**src/rtl/sram_burst_ctrl_fsm.sv**
```systemverilog
// -----------------------------------------------------------------------------
// sram_burst_ctrl_fsm
// Burst SRAM access sequencer. Accepts one read or write request of 1..MAX_BURST
// words and walks every beat through SETUP -> READ/WRITE -> STABLE, incrementing
// the array address (wrapping modulo 2^ADDR_W) between beats.
//
// Optional feature macro: FSM_RDBACK_EN
//   defined   : after each write beat the array output is compared with the word
//               written; a mismatch sets the sticky err flag (cleared by reset or
//               by the next accepted request).
//   undefined : no compare logic, err is tied low.
//
// Ports
//   clk, rst_n          clock (rising edge), synchronous active-low reset
//   selFSM, req         block select and request strobe (sampled in IDLE only)
//   op                  1 = write, 0 = read (latched at accept)
//   addr, burst_len     start address and beats-1 (latched at accept)
//   wr_data             write word of the current beat, consumed when wr_ready=1
//   mem_rdata           read data from the array
//   req_ready           high in IDLE
//   wr_ready            one-cycle pulse in WRITE
//   rd_data, rd_valid   captured read word, and its one-cycle update pulse
//   mem_addr, mem_wdata array address and write data (write data 0 unless mem_we)
//   mem_en, mem_we      array enable (any non-IDLE state) and write enable (WRITE)
//   rw                  latched op while busy, 0 in IDLE
//   valid               array settled (STABLE)
//   done                pulse in the last STABLE cycle of the final beat
//   err                 readback mismatch flag
// -----------------------------------------------------------------------------
module sram_burst_ctrl_fsm #(
    parameter int ADDR_W     = 4,
    parameter int DATA_W     = 8,
    parameter int SETUP_CYC  = 1,
    parameter int STABLE_CYC = 2,
    parameter int MAX_BURST  = 4,
    parameter int LEN_W      = (MAX_BURST > 1) ? $clog2(MAX_BURST) : 1
) (
    input  logic              clk,
    input  logic              rst_n,
    input  logic              selFSM,
    input  logic              req,
    input  logic              op,
    input  logic [ADDR_W-1:0] addr,
    input  logic [LEN_W-1:0]  burst_len,
    input  logic [DATA_W-1:0] wr_data,
    input  logic [DATA_W-1:0] mem_rdata,
    output logic              req_ready,
    output logic              wr_ready,
    output logic [DATA_W-1:0] rd_data,
    output logic              rd_valid,
    output logic [ADDR_W-1:0] mem_addr,
    output logic [DATA_W-1:0] mem_wdata,
    output logic              mem_en,
    output logic              mem_we,
    output logic              rw,
    output logic              valid,
    output logic              done,
    output logic              err
);

    typedef enum logic [2:0] {
        IDLE   = 3'd0,
        SETUP  = 3'd1,
        READ   = 3'd2,
        WRITE  = 3'd3,
        STABLE = 3'd4
    } state_t;

    // One phase counter serves both SETUP and STABLE, so size it for the longer.
    localparam int CYC_MAX = (SETUP_CYC > STABLE_CYC) ? SETUP_CYC : STABLE_CYC;
    localparam int CNT_W   = (CYC_MAX > 1) ? $clog2(CYC_MAX) : 1;

    state_t            state_reg,  state_next;
    logic [CNT_W-1:0]  cnt_reg,    cnt_next;
    logic [LEN_W-1:0]  beats_reg,  beats_next;
    logic [ADDR_W-1:0] addr_reg,   addr_next;
    logic              op_reg,     op_next;
    logic [DATA_W-1:0] rd_data_reg;
    logic              rd_valid_reg;
    logic              accept;
    logic              done_next;

    logic setup_last;
    logic stable_last;
    assign setup_last  = (cnt_reg == CNT_W'(SETUP_CYC - 1));
    assign stable_last = (cnt_reg == CNT_W'(STABLE_CYC - 1));

    always_ff @(posedge clk) begin
        if (!rst_n) begin
            state_reg <= IDLE;
            cnt_reg   <= '0;
            beats_reg <= '0;
            addr_reg  <= '0;
            op_reg    <= 1'b0;
        end else begin
            state_reg <= state_next;
            cnt_reg   <= cnt_next;
            beats_reg <= beats_next;
            addr_reg  <= addr_next;
            op_reg    <= op_next;
        end
    end

    always_comb begin
        state_next = state_reg;
        cnt_next   = cnt_reg;
        beats_next = beats_reg;
        addr_next  = addr_reg;
        op_next    = op_reg;
        accept     = 1'b0;
        done_next  = 1'b0;
        case (state_reg)
            IDLE: begin
                if (selFSM && req) begin
                    accept     = 1'b1;
                    op_next    = op;
                    addr_next  = addr;
                    beats_next = burst_len;
                    cnt_next   = '0;
                    state_next = SETUP;
                end
            end
            SETUP: begin
                if (setup_last) begin
                    cnt_next   = '0;
                    state_next = op_reg ? WRITE : READ;
                end else begin
                    cnt_next = cnt_reg + CNT_W'(1);
                end
            end
            READ, WRITE: begin
                cnt_next   = '0;
                state_next = STABLE;
            end
            STABLE: begin
                if (stable_last) begin
                    cnt_next = '0;
                    if (beats_reg == '0) begin
                        done_next  = 1'b1;
                        state_next = IDLE;
                    end else begin
                        beats_next = beats_reg - LEN_W'(1);
                        addr_next  = addr_reg + ADDR_W'(1);
                        state_next = SETUP;
                    end
                end else begin
                    cnt_next = cnt_reg + CNT_W'(1);
                end
            end
            default: begin
                state_next = IDLE;
                cnt_next   = '0;
            end
        endcase
    end

    // Read capture: the array word is sampled at the end of the READ cycle and
    // announced with a pulse in the following cycle.
    always_ff @(posedge clk) begin
        if (!rst_n) begin
            rd_data_reg  <= '0;
            rd_valid_reg <= 1'b0;
        end else begin
            rd_valid_reg <= (state_reg == READ);
            if (state_reg == READ) begin
                rd_data_reg <= mem_rdata;
            end
        end
    end

`ifdef FSM_RDBACK_EN
    logic [DATA_W-1:0] wdata_reg;
    logic              err_reg;

    // The written word is remembered so it can be compared once the array has
    // settled at the end of the beat.
    always_ff @(posedge clk) begin
        if (!rst_n) begin
            wdata_reg <= '0;
            err_reg   <= 1'b0;
        end else begin
            if (state_reg == WRITE) begin
                wdata_reg <= wr_data;
            end
            if (accept) begin
                err_reg <= 1'b0;
            end else if ((state_reg == STABLE) && stable_last && op_reg &&
                         (mem_rdata != wdata_reg)) begin
                err_reg <= 1'b1;
            end
        end
    end
    assign err = err_reg;
`else
    assign err = 1'b0;
`endif

    assign req_ready = (state_reg == IDLE);
    assign mem_en    = (state_reg == SETUP) || (state_reg == READ) ||
                       (state_reg == WRITE) || (state_reg == STABLE);
    assign mem_we    = (state_reg == WRITE);
    assign wr_ready  = mem_we;
    assign mem_wdata = mem_we ? wr_data : '0;
    assign mem_addr  = addr_reg;
    assign rw        = mem_en & op_reg;
    assign valid     = (state_reg == STABLE);
    assign done      = done_next;
    assign rd_data   = rd_data_reg;
    assign rd_valid  = rd_valid_reg;

endmodule

```
**config.mk**
```make
export PLATFORM = sky130hd
export DESIGN_NAME = sram_burst_ctrl_fsm
export DESIGN_NICKNAME = d
export VERILOG_FILES = /design/src/rtl/sram_burst_ctrl_fsm.sv
export SDC_FILE = /design/constraint.sdc
export NUM_CORES = 1
export LEC_CHECK = 0
export ABC_CLOCK_PERIOD_IN_PS = 1300
export BUFFER_PORTS_ARGS = -buffer_cell sky130_fd_sc_hd__clkbuf_2
export CORE_AREA = 2 2 54 81
export CTS_BUF_LIST = sky130_fd_sc_hd__clkbuf_8
export DETAILED_ROUTE_END_ITERATION = 10
export DIE_AREA = 0 0 56 83
export PLACE_DENSITY_LB_ADDON = 0.12
export SETUP_SLACK_MARGIN = 0.15
export SLEW_MARGIN = 20
export SYNTH_ARGS = -nofsm -noshare
export SYNTH_HDL_FRONTEND = slang
export SYNTH_SLANG_ARGS = --single-unit
```
**constraint.sdc**
```tcl
create_clock -name clk -period 1.3 [get_ports clk]
set_input_delay 0.26 -clock clk [delete_from_list [all_inputs] [get_ports clk]]
set_output_delay 0.26 -clock clk [all_outputs]
set_load 0.005 [all_outputs]
```
==> results.yml, run 1 <==
cts:
  cts.htree.levels: 1
  hold_buffers: 0
  clkSinkCount: 20
  max-clock-path-buffers: 2
  cts_tree: "done"
  insertion_delay_ns: 0.26
  clk_pin_slew_ns: 0.07
  clock_tree.root_cell: "clkbuf_8"
  numCtsBuffers: 3
power:
  power.density_cell_area_nw_per_um2: 931
  p_leak_nw: 0.837
  power_switching_uw: 498
  p_clk_frac: 0.239
  vdd_drop_max_v: 0.000554
  p_int_mw: 1.18
  p_seq_frac: 0.412
  combPwrFrac: 0.349
  swShare: 0.296
placement:
  dpl.cell_count: 227
  port_buffers: 54
  hpwlAfterDp_um: 2430
  dpl_cell_area_um2: 1550
  gp_congestion: 0.832
die:
  ioPinCount: 56
  rows: 28
  die_h_um: 83
  die_w_um: 56
  core_area_um2: 3920
  die-area_um2: 4650
  initial_core_util: 0.278
finish:
  largest_reg_flops: 8
  fill_cells: 402
  stdcell_count: 238
  diodes: 0
  syn2layout_area_growth_pct: 65.8
  regArea_um2: 413
  fin_nets: 224
  layout_commonest_cell: "clkbuf_2"
  final_area_um2: 1810
  drive_gt1_frac: 0.617
  layout_common_cells: "clkbuf_2 (52), buf_4 (15), dfxtp_1 (14)"
  multi_input_area_um2: 785
yosys:
  synth_top_area_frac: 0.367
  syn-cell-area_um2: 1090
  syn_area_per_cell_um2: 9.01
  synth_nets: 150
  ys_ff_latch: 20
  synth_ff_type: "dfxtp_1"
  seq_area_frac_synth: 0.367
  yosysUniqueCellTypes: 35
  synth-edff-count: 0
  synth_cells: 121
  ys_warn_count: 0
  yosys.area.top_type: "dfxtp_1"
  async_flop_share: 0
  ys_top_cells_by_area: "dfxtp_1 (37%), mux2i_1 (9.2%), and2_1 (6.3%)"
sta:
  period_needed_ns: 1.45
  grt_setup_unrepaired: "yes"
  finalCritPeriodShare: 1.11
  fin_ws_ns: -0.148
  fmax_ghz: 0.691
  timing.final.max_slew_violations: 0
  hold_viol: 0
  finalClockSkew_ns: 0.00225
  setup_viol: 19
run_status:
  status: "finished, violations left"
  violations: "setup timing"
global_route:
  grt_use_total: 0.137
  grt_pass1_wl_um: 5220
  grt_max_degree: 11
  grt_overflow: 0
  antenna_found_initial: 0
  grt_pass1_vias: 1123
route:
  ant_nets: 0
  drt-wirelength-per-cell_um: 13.0
  drc_errors: 0
  firstDrtPassIters: 4
  num_vias: 1118
  drt_iter0_markers: 20
  wl_um: 3090
  viasPerCell: 4.70
min_path:
  hold_path_class: "input port to flip-flop"
job:
  drv_cap: 0
setup_path:
  cp.arrival_ns: 1.19
  critPathKind: "flip-flop to primary output"
  critical_path_peak_fanout: 3
  required_ns: 1.04
  critPathCaptureType: "primary output"
  critPathLaunchType: "flip-flop"
-- power groups by stage --
stage / Combinational [mW] / Clock [mW] / Sequential (mW)
final: 0.587 / 0.402 / 0.693
after global routing: 0.639 / 0.445 / 0.699
after CTS: 0.515 / 0.420 / 0.690
after detailed placement: 0.440 / 0 / 0.698
after global placement: 0.436 / 0 / 0.696
after floorplan: 0.268 / 0 / 0.699
-- per-stage QoR --
stage	hold WS (ns)	worst slack (ns)	util	total power, mW	TNS, ns
after floorplan	0.400	0.0633	-	0.966	0
after global placement	0.474	0.0211	0.395	1.13	0
after detailed placement	0.471	-0.00541	0.395	1.14	-0.00541
after CTS	0.227	-0.180	0.437	1.63	-1.53
after global routing	0.253	-0.202	0.460	1.78	-2.87
final	0.235	-0.148	0.460	1.68	-1.53
-- layer usage --
metal / share of wire / vias to the layer above / global-route usage
met1: 0.38 / 522 / 0.159
met5: 0 / - / 0
met3: 0.051 / 3 / 0.0265
met2: 0.56 / 28 / 0.247
met4: 0.010 / 0 / 0.0455
li1: - / 565 / -
-- worst max-delay path, stage by stage, from the launching register on --
cell	delay [ns]
dfxtp_2	0.34
buf_6	0.12
nor2_4	0.12
xnor2_2	0.12
and2_1	0.13
buf_2	0.10
-- what timing repair did --
action                                  in CTS  in global routing
resized for setup                           25                 20
pin swaps                                   11                  6
setup buffers                                5                  3
gates cloned                                 0                  0
endpoints found under the setup margin      30                 33
-- cells by family (layout without fill, tap and decap cells) --
logic type	Yosys count	count (layout)	synth area share
AOI/OAI and AO/OA	23	23	0.169
DFF	20	20	0.367
xor gates and xnor gates	1	1	0.00804
other	1	1	0.00344
adders and majority gates	2	2	0.0230
and+or+nand+nor	50	50	0.262
buffers and inverters	14	86	0.0758
muxes	10	10	0.0919
-- worst paths after layout --
path,endpoint,slack (ns),cells past startpoint,from
max,rw,-0.15,5,state_reg[1]
min,op_reg,0.24,3,op
max reg2reg,beats_reg[1],-0.07,6,beats_reg[0]
min reg2reg,rd_data[5],0.50,2,rd_data[5]
-- layout make-up --
type	count	area share
multi-input combinational	87	0.434
timing repair buffer	78	0.273
sequential	20	0.229
tap	45	0.0312
clock buffer	3	0.0229
inverter	5	0.0104
-- cell usage after synthesis (all sizes together) (2+ instances only) --
cell,count
dfxtp,20
nor2,15
and2,11
mux2i,10
buf,6
a21oi,5
inv,5
nand2,5
nand3,4
nor2b,4
o21ai,4
and3b,3
clkbuf,3
a2111oi,2
a211oi,2
a221oi,2
ha,2
nand2b,2
nand3b,2
o221a,2
o32ai,2
Note: power is estimated with default switching activity, not from simulation.
==> run 2: changes to the inputs <==
--- a/config.mk
+++ b/config.mk
@@ -5,7 +5,7 @@
 export SDC_FILE = /design/constraint.sdc
 export NUM_CORES = 1
 export LEC_CHECK = 0
-export ABC_CLOCK_PERIOD_IN_PS = 1300
+export ABC_CLOCK_PERIOD_IN_PS = 1690
 export BUFFER_PORTS_ARGS = -buffer_cell sky130_fd_sc_hd__clkbuf_2
 export CORE_AREA = 2 2 54 81
 export CTS_BUF_LIST = sky130_fd_sc_hd__clkbuf_8
==> constraint.sdc (replaced) <==
create_clock -name clk -period 1.69 [get_ports clk]
set_input_delay 0.338 -clock clk [delete_from_list [all_inputs] [get_ports clk]]
set_output_delay 0.338 -clock clk [all_outputs]
set_load 0.005 [all_outputs]
==> run 2 against run 1 <==
  * The flow now finishes without violations
  * First-iteration DRC count decreased by 40%
  * Hold slack better by 0.074 ns
  * Wire length is 6.1% lower
  * Utilization shrank 6.0 points
  * Total power down 21%
  * Sequential share of layout area increased by 3.4 points
  * Die area stayed put
  * Combinational power down 45%
  * Sequential power is 22% lower
  * Flip-flop and latch count did not move
  * Final cell count down 4.6%
  * Critical path type unchanged
==> results.yml, run 2 (synthesis gave the netlist of run 1 again) <==
sta:
  setup_viol: 0
  finalCritPeriodShare: 0.874
  fin_tns_setup_ns: 0
  fin_ws_ns: 0.213
  period_needed_ns: 1.48
  whs_ns: 0.309
  grt_setup_unrepaired: "yes"
  finalClockSkew_ns: 0.00210
  timing.final.max_slew_violations: 0
  hold_viol: 0
  fmax_ghz: 0.677
cts:
  clock_tree.root_cell: "clkbuf_8"
  numCtsBuffers: 3
  clk_pin_slew_ns: 0.08
  cts.htree.levels: 1
  max-clock-path-buffers: 2
  cts_tree: "done"
  hold_buffers: 0
  clkSinkCount: 20
  insertion_delay_ns: 0.26
finish:
  syn2layout_area_growth_pct: 44.2
  regArea_um2: 413
  layout_commonest_cell: "clkbuf_2"
  largest_reg_flops: 8
  layout_common_cells: "clkbuf_2 (53), dfxtp_1 (16), nor2_1 (13)"
  fin_nets: 212
  multi_input_area_um2: 656
  drive_gt1_frac: 0.495
  diodes: 0
  fill_cells: 415
die:
  die-area_um2: 4650
  rows: 28
  initial_core_util: 0.278
  die_w_um: 56
  core_area_um2: 3920
  ioPinCount: 56
  die_h_um: 83
power:
  p_leak_nw: 0.756
  p_int_uw: 990
  power.total_mw: 1.33
  power.density_cell_area_nw_per_um2: 849
  vdd_drop_max_v: 0.000427
  p_seq_frac: 0.403
  power_switching_uw: 344
  p_clk_frac: 0.357
  swShare: 0.258
  combPwrFrac: 0.240
global_route:
  grt_use_total: 0.126
  grt_overflow: 0
  grt_max_degree: 13
  antenna_found_initial: 0
  grt_pass1_wl_um: 4800
  grt_pass1_vias: 1063
route:
  drc_errors: 0
  firstDrtPassIters: 4
  ant_nets: 0
  drt-wirelength-per-cell_um: 12.8
  viasPerCell: 4.65
  num_vias: 1056
  wl_um: 2900
  drt_iter0_markers: 12
setup_path:
  cp.arrival_ns: 1.14
  critPathCaptureType: "primary output"
  critPathKind: "flip-flop to primary output"
  critPathLaunchType: "flip-flop"
  critical_path_peak_fanout: 7
  ff2ff_path_depth: 4
  required_ns: 1.35
run_status:
  status: "finished, final reports clean"
placement:
  post-place-ws_ns: 0.243
  hpwlAfterDp_um: 2150
  gp_congestion: 0.764
  port_buffers: 54
job:
  drv_cap: 0
min_path:
  hold_path_class: "input port to flip-flop"
  whs_path_depth: 3
## run 2: cell types whose count changed in the layout (fill, tap and decap cells not counted), moves of 2 or more
cell	change
buf_4	-5
a2111oi_4	-2
o32ai_1	+2
a21oi_1	+2
a221oi_1	+2
o32ai_2	-2
a2111oi_2	+2
nor2_1	+3
dfxtp_1	+2
nor2_4	-3
buf_6	-7
a221oi_2	-2
a21oi_2	-2
dfxtp_2	-3
## run 2: path summary, 6_finish.rpt
check,startpoint,to,slack [ns]
worst min-delay path,op,op_reg,0.31
worst max-delay path,state_reg[2],rw,0.21
worst min register to register,mem_addr[3],mem_addr[3],0.49
worst max register to register,state_reg[0],beats_reg[0],0.25
## run 2: per-stage QoR
stage / util / instance area (µm²) / instances
global route: 0.401 / 1570 / 227
detailed placement: 0.356 / 1400 / 217
CTS: 0.385 / 1510 / 223
finish: 0.401 / 1570 / 227
global placement: 0.356 / 1400 / 217
floorplan: - / 1090 / 121
## run 2: critical path: stages, from the launching register on
cell and delay [ns]:
dfxtp_4 0.37, buf_6 0.12, xnor2_2 0.15, and2_1 0.14
buf_2 0.11
## run 2: routing by layer
layer	routed length, µm	GRT usage
met5	0	0
met4	26	0.0541
met3	212	0.0327
met2	1490	0.218
met1	1170	0.142
## run 2: repair_timing
item,CTS,global route
setup buffers,2,3
resized for setup,10,12
setup endpoints to repair,14,13
cloned,0,1
pin swaps,2,6
## run 2: power groups by stage
stage	Sequential [mW]	Clock [mW]	Combinational, mW
final	0.538	0.477	0.320
after global routing	0.545	0.508	0.359
after CTS	0.532	0.494	0.295
after detailed placement	0.540	0	0.274
after global placement	0.540	0	0.274
after floorplan	0.535	0	0.177
## run 2: cell type report
| class | count | area share |
|---|---|---|
| multi-input combinational | 88 | 0.417 |
| sequential | 20 | 0.263 |
| timing repair buffer | 65 | 0.227 |
| tap | 45 | 0.0358 |
| clock buffer | 3 | 0.0263 |
| clock inverter | 1 | 0.0191 |
| inverter | 5 | 0.0119 |
